<file path="src/rtl/mul_div_unit_if.sv">
// Operand/control and HI/LO result bundle shared between the EX-stage issue logic
// and the iterative multiply/divide unit.
interface mul_div_unit_if #(
  parameter int WIDTH = 32
);
  logic             start_i;
  logic [3:0]       ctrl_i;
  logic [WIDTH-1:0] src1_i;
  logic [WIDTH-1:0] src2_i;
  logic             busy_o;
  logic             done_o;
  logic [WIDTH-1:0] hi_o;
  logic [WIDTH-1:0] lo_o;

  modport master (
    output start_i, ctrl_i, src1_i, src2_i,
    input  busy_o, done_o, hi_o, lo_o
  );

  modport slave (
    input  start_i, ctrl_i, src1_i, src2_i,
    output busy_o, done_o, hi_o, lo_o
  );
endinterface

</file>
<file path="src/rtl/mul_div_unit.sv">
// Iterative shift-add multiplier / restoring divider producing the HI/LO pair.
// Signed ops run on magnitudes; signs are applied in a single fix-up cycle.
//
// state  | meaning
// S_IDLE | waiting for start; MTHI/MTLO handled here in one edge
// S_CALC | WIDTH iterations, counter counts WIDTH-1 down to 0
// S_FIX  | apply result signs and write HI/LO
module mul_div_unit #(
  parameter int WIDTH = 32,
  parameter int CNT_W = 6
) (
  input logic           clk_i,
  input logic           rst_i,
  mul_div_unit_if.slave bus
);

  typedef enum logic [1:0] {S_IDLE, S_CALC, S_FIX} state_t;

  state_t               state, state_nxt;
  logic [CNT_W-1:0]     cnt;
  logic [2*WIDTH-1:0]   prod;
  logic [WIDTH:0]       rem;
  logic [WIDTH-1:0]     opb;
  logic                 is_div, neg_q, neg_r, div0;
  logic                 done_q;
  logic [WIDTH-1:0]     hi_q, lo_q;

  logic                 is_calc, is_mt, signed_op;
  logic                 src1_neg, src2_neg;
  logic [WIDTH-1:0]     a_mag, b_mag;
  logic [WIDTH:0]       mul_sum;
  logic [WIDTH:0]       div_shift, div_diff;
  logic [2*WIDTH-1:0]   prod_fix;
  logic [WIDTH-1:0]     quo_fix, rem_fix;

  assign is_calc   = (bus.ctrl_i[3:2] == 2'b10);
  assign is_mt     = (bus.ctrl_i[3:1] == 3'b110);
  assign signed_op = ~bus.ctrl_i[0];
  assign src1_neg  = signed_op & bus.src1_i[WIDTH-1];
  assign src2_neg  = signed_op & bus.src2_i[WIDTH-1];
  assign a_mag     = src1_neg ? (~bus.src1_i + WIDTH'(1)) : bus.src1_i;
  assign b_mag     = src2_neg ? (~bus.src2_i + WIDTH'(1)) : bus.src2_i;

  assign mul_sum   = {1'b0, prod[2*WIDTH-1:WIDTH]} + {1'b0, (prod[0] ? opb : '0)};
  // borrow out of the (WIDTH+1)-bit subtract means the trial subtraction failed
  assign div_shift = {rem[WIDTH-1:0], prod[WIDTH-1]};
  assign div_diff  = div_shift - {1'b0, opb};

  assign prod_fix  = neg_q ? (~prod + (2*WIDTH)'(1)) : prod;
  assign quo_fix   = div0 ? '1 : (neg_q ? (~prod[WIDTH-1:0] + WIDTH'(1)) : prod[WIDTH-1:0]);
  assign rem_fix   = neg_r ? (~rem[WIDTH-1:0] + WIDTH'(1)) : rem[WIDTH-1:0];

  always_ff @(posedge clk_i) begin
    if (rst_i) state <= S_IDLE;
    else       state <= state_nxt;
  end

  always_comb begin
    state_nxt = state;
    case (state)
      S_IDLE:  if (bus.start_i && is_calc) state_nxt = S_CALC;
      S_CALC:  if (cnt == '0) state_nxt = S_FIX;
      S_FIX:   state_nxt = S_IDLE;
      default: state_nxt = S_IDLE;
    endcase
  end

  always_ff @(posedge clk_i) begin
    if (rst_i) begin
      cnt    <= '0;
      prod   <= '0;
      rem    <= '0;
      opb    <= '0;
      is_div <= 1'b0;
      neg_q  <= 1'b0;
      neg_r  <= 1'b0;
      div0   <= 1'b0;
      done_q <= 1'b0;
      hi_q   <= '0;
      lo_q   <= '0;
    end else begin
      done_q <= 1'b0;
      case (state)
        S_IDLE: begin
          if (bus.start_i && is_calc) begin
            cnt    <= CNT_W'(WIDTH - 1);
            prod   <= {{WIDTH{1'b0}}, a_mag};
            rem    <= '0;
            opb    <= b_mag;
            is_div <= bus.ctrl_i[1];
            neg_q  <= src1_neg ^ src2_neg;
            neg_r  <= src1_neg;
            div0   <= (bus.src2_i == '0);
          end else if (bus.start_i && is_mt) begin
            if (bus.ctrl_i[0]) lo_q <= bus.src1_i;
            else               hi_q <= bus.src1_i;
            done_q <= 1'b1;
          end
        end
        S_CALC: begin
          cnt <= cnt - CNT_W'(1);
          if (!is_div) begin
            prod <= {mul_sum, prod[WIDTH-1:1]};
          end else if (!div_diff[WIDTH]) begin
            rem              <= div_diff;
            prod[WIDTH-1:0]  <= {prod[WIDTH-2:0], 1'b1};
          end else begin
            rem              <= div_shift;
            prod[WIDTH-1:0]  <= {prod[WIDTH-2:0], 1'b0};
          end
        end
        S_FIX: begin
          if (is_div) begin
            hi_q <= rem_fix;
            lo_q <= quo_fix;
          end else begin
            hi_q <= prod_fix[2*WIDTH-1:WIDTH];
            lo_q <= prod_fix[WIDTH-1:0];
          end
          done_q <= 1'b1;
        end
        default: ;
      endcase
    end
  end

  assign bus.busy_o = (state != S_IDLE);
  assign bus.done_o = done_q;
  assign bus.hi_o   = hi_q;
  assign bus.lo_o   = lo_q;

endmodule

</file>
<file path="src/flat_wrapper.sv">
// flat-port wrapper written by rule: the top's interface ports become plain ports
module mul_div_unit_flat 
#(
  parameter int WIDTH = 32,
  parameter int CNT_W = 6
)
  (clk_i, rst_i, bus_start_i, bus_ctrl_i, bus_src1_i, bus_src2_i, bus_busy_o, bus_done_o, bus_hi_o, bus_lo_o);
  mul_div_unit_if #(.WIDTH(WIDTH)) bus_i ();
  input logic clk_i;
  input logic rst_i;
  input wire logic [$bits(bus_i.start_i)-1:0] bus_start_i;
  input wire logic [$bits(bus_i.ctrl_i)-1:0] bus_ctrl_i;
  input wire logic [$bits(bus_i.src1_i)-1:0] bus_src1_i;
  input wire logic [$bits(bus_i.src2_i)-1:0] bus_src2_i;
  output wire logic [$bits(bus_i.busy_o)-1:0] bus_busy_o;
  output wire logic [$bits(bus_i.done_o)-1:0] bus_done_o;
  output wire logic [$bits(bus_i.hi_o)-1:0] bus_hi_o;
  output wire logic [$bits(bus_i.lo_o)-1:0] bus_lo_o;
  assign bus_i.start_i = bus_start_i;
  assign bus_i.ctrl_i = bus_ctrl_i;
  assign bus_i.src1_i = bus_src1_i;
  assign bus_i.src2_i = bus_src2_i;
  assign bus_busy_o = bus_i.busy_o;
  assign bus_done_o = bus_i.done_o;
  assign bus_hi_o = bus_i.hi_o;
  assign bus_lo_o = bus_i.lo_o;
  mul_div_unit #(.WIDTH(WIDTH), .CNT_W(CNT_W)) u_core (.clk_i(clk_i), .rst_i(rst_i), .bus(bus_i));
endmodule
</file>
<file path="config.mk">
export PLATFORM = sky130hd
export DESIGN_NAME = mul_div_unit_flat
export DESIGN_NICKNAME = d
export VERILOG_FILES = /design/src/rtl/mul_div_unit_if.sv /design/src/rtl/mul_div_unit.sv /design/src/flat_wrapper.sv
export SDC_FILE = /design/constraint.sdc
export NUM_CORES = 1
export LEC_CHECK = 0
export ABC_AREA = 1
export CAP_MARGIN = 20
export CORE_MARGIN = 4
export CORE_UTILIZATION = 50
export DETAILED_ROUTE_END_ITERATION = 8
export PLACE_DENSITY_LB_ADDON = 0.12
export SETUP_SLACK_MARGIN = 0.2
export SLEW_MARGIN = 20
export SYNTH_ARGS = -nofsm -noshare
export SYNTH_HDL_FRONTEND = slang
export SYNTH_SLANG_ARGS = --single-unit
</file>
<file path="constraint.sdc">
create_clock -name clk_i -period 3.6 [get_ports clk_i]
set_input_delay 0.72 -clock clk_i [delete_from_list [all_inputs] [get_ports clk_i]]
set_output_delay 0.72 -clock clk_i [all_outputs]
set_load 0.1 [all_outputs]
</file>
==> impl_metrics.yaml <==
clock_tree:
  clock_latency_ns: 0.55
  cts_buffer_depth: 3
  cts_tree: "built"
  hold_buffers: 0
  cts_made_buffers: 25
  path_clk_slew_ns: 0.06
  cts_root_buf: "clkbuf_16"
  post_cts_resized: 0
  post-cts-setup-buffers: 0
  h-tree-depth: 1
  clock_sinks: 205
detailed_routing:
  drc: 0
  vias: 22900
  drt-wirelength-per-cell_um: 20.2
  ant_nets: 0
  drt-initial-drc-count: 2482
  via_per_inst: 5.92
  drt_wl_total_um: 78100
  drt_first_pass_iters: 7
setup_path:
  path_cells: "buf_4 > nand2_1 > inv_1 > ha_1 > nand2_1 > nor2_1 > nand2_1 > o21ai_0 > nand3_1 > nand3_1 > nand3_1 > a21oi_1"
  endpoint_kind: "flop"
  critPathArrivalTime_ns: 3.65
  start_kind: "flop"
  slowest_stage: "o21ai_0"
  crit_type: "flop to flop"
  crit_path_max_incr_delay_ns: 0.79
  cp.required_ns: 4.07
  crit_fanout: 25
floorplanning:
  fp-row-count: 70
  die_w_um: 202
  core_sq_mm: 0.0368
  die_h_um: 202
  start_util: 0.510
  pin_count: 137
  dieArea_sq_mm: 0.0407
sta:
  fin_worst_skew_ns: 0.0165
  drv_slew: 0
  fin_tns_setup_ns: 0
  period_needed_ns: 3.19
  hold_slack_ns: 0.486
  worst_slew_margin_rel: 0.311
  setup_violations: 0
  min_period_over_period: 0.885
  rsz0062_at_grt: "false"
  worst_slew_pin_slew_ns: 1.03
  hold_viol: 0
  fmaxAchievable_ghz: 0.314
grt:
  gr-total-overflow: 0
  grt_pass1_wl_um: 120000
  antenna_found_initial: 0
  grt_pass1_vias: 21400
  grtUsageTotal: 0.367
  grt_max_degree: 130
synthesis:
  synth.avg_cell_area_sq_um: 5.67
  yosys_warnings: 0
  ys_async_sr_fraction: 0
  synth.area.top_cells: "dfxtp_1, nand2_1, inv_1"
  syn-num-nets: 3456
  dominantRegCellSynth: "dfxtp_1"
  yosysTopAreaCell: "dfxtp_1"
  netlist_instances: 3313
  ys_types: 53
  synth_edf_count: 0
  yosysSeqAreaShare: 0.219
  synth.cell_area_sq_mm: 0.0188
  muxShareOfSynthArea: 0
  synth_top_cells_by_count: "nand2_1, inv_1, nor2_1"
  synth.top_cell.area_share: 0.219
  yosysMostFrequentCell: "nand2_1"
  synth_top_family_by_area: "simple AND/OR/NAND/NOR gates"
  ys_ff_latch: 205
  synth_simple_gate_area_frac: 0.401
  synth_compound_area_frac: 0.195
  synth_fa_ha_area_frac: 0.0488
  synth_xor_area_frac: 0.0196
final_layout:
  nFillCells: 3820
  nets: 3527
  drive_gt1_frac: 0.0514
  antennaDiodeCount: 0
  syn2layout_area_growth_pct: 13.1
  fin_util: 0.577
run_status:
  status: "complete, no violations"
placed_design:
  dp_hpwl_um: 62300
  portBuffers: 136
  routabilityCongestion: 1.07
power_and_ir_drop:
  vdd_ir_drop_max_v: 0.000316
  p_leak_nw: 10.5
  p_per_area_mw_per_mm2: 337
min_path:
  min_path_type: "flop to flop"
run:
  drv_cap: 0
[metal layers]
| layer | GRT usage | routed length [um] | up-vias |
|---|---|---|---|
| li1 | - | - | 10900 |
| met1 | 0.476 | 31500 | 10400 |
| met2 | 0.564 | 32900 | 1346 |
| met3 | 0.0793 | 8540 | 257 |
| met4 | 0.204 | 5040 | 2 |
| met5 | 0.0131 | 75 | - |
[stage by stage]
stage,cell area [sq um],instances,power [mW],worst slack [ns]
6_report,21200,3870,7.15,0.414
3_5_place_dp,20400,3825,4.53,0.597
2_1_floorplan,18800,3313,3.90,1.02
3_3_place_gp,20400,3825,4.51,0.703
5_1_grt,21200,3870,7.41,0.415
4_1_cts,21200,3870,7.11,0.700
[placed cells by master (no fill, tap or decap), drive strengths merged, types with 7 or more instances in the layout]
cell type	instances
nor3	31
nand3b	24
nor2	408
nand4	51
nor4	8
a22oi	28
nand3	261
o211ai	13
ha	70
a21o	7
a21oi	289
xor2	22
o21ai	283
and2	8
a31oi	31
inv	426
clkdlybuf4s50	133
xnor2	20
dfxtp	205
buf	32
clkinv	10
or2	13
clkbuf	34
nand2	963
[final timing paths]
| path | start | to | slack (ns) | depth (start not counted) |
|---|---|---|---|---|
| worst min-delay path | u_core.cnt[5]$_SDFFE_PP0P_ | u_core.cnt[5]$_SDFFE_PP0P_ | 0.49 | 2 |
| worst max-delay path | u_core.prod[0]$_SDFFE_PP0P_ | u_core.prod[52]$_SDFFE_PP0P_ | 0.41 | 12 |
| worst min register to register | u_core.cnt[5]$_SDFFE_PP0P_ | u_core.cnt[5]$_SDFFE_PP0P_ | 0.49 | 2 |
| worst max register to register | u_core.prod[0]$_SDFFE_PP0P_ | u_core.prod[52]$_SDFFE_PP0P_ | 0.41 | 12 |
[cells by family (layout without fill, tap and decap cells)]
logic type               after synthesis  count (layout)
AND/OR/NAND/NOR                     1768            1768
flip-flops                           205             205
AO/OA/AOI/OAI                        674             674
adder cells (fa/ha/maj)               72              72
buffers and inverters                552             641
XOR/XNOR                              42              42
[registers in the layout, indices dropped and copies added (netlist names)]
name and flops:
u_core.cnt 6, u_core.is_div 1, u_core.opb 32, u_core.prod 64
u_core.bus.done_o 1, u_core.bus.hi_o 32, u_core.neg_r 1, u_core.neg_q 1
u_core.div0 1, u_core.bus.lo_o 32, u_core.state 2, u_core.rem 32
[worst max-delay path: cells and delay by family, from the launching register on]
family	cells	cell delay, ns
buf+inv	2	0.53
fa+ha+maj	1	0.25
flops	1	0.33
simple gates	7	1.04
compound gates	2	0.94
[power breakdown]
part           internal, mW  switching [mW]
registers              2.36           0.119
clock network          1.51            1.10
logic                 0.589            1.47
[area by class of cell]
cell class                      instances  area, sq um  area share
Clock inverter                         11          104     0.00489
Sequential cell                       205         4110       0.193
Multi-Input combinational cell       2556        12500       0.589
Timing Repair Buffer                  165         1580      0.0745
Tap cell                              468          586      0.0276
Inverter                              431         1620      0.0762
Clock buffer                           34          739      0.0348
No activity file was read; power rests on OpenSTA's default activity.
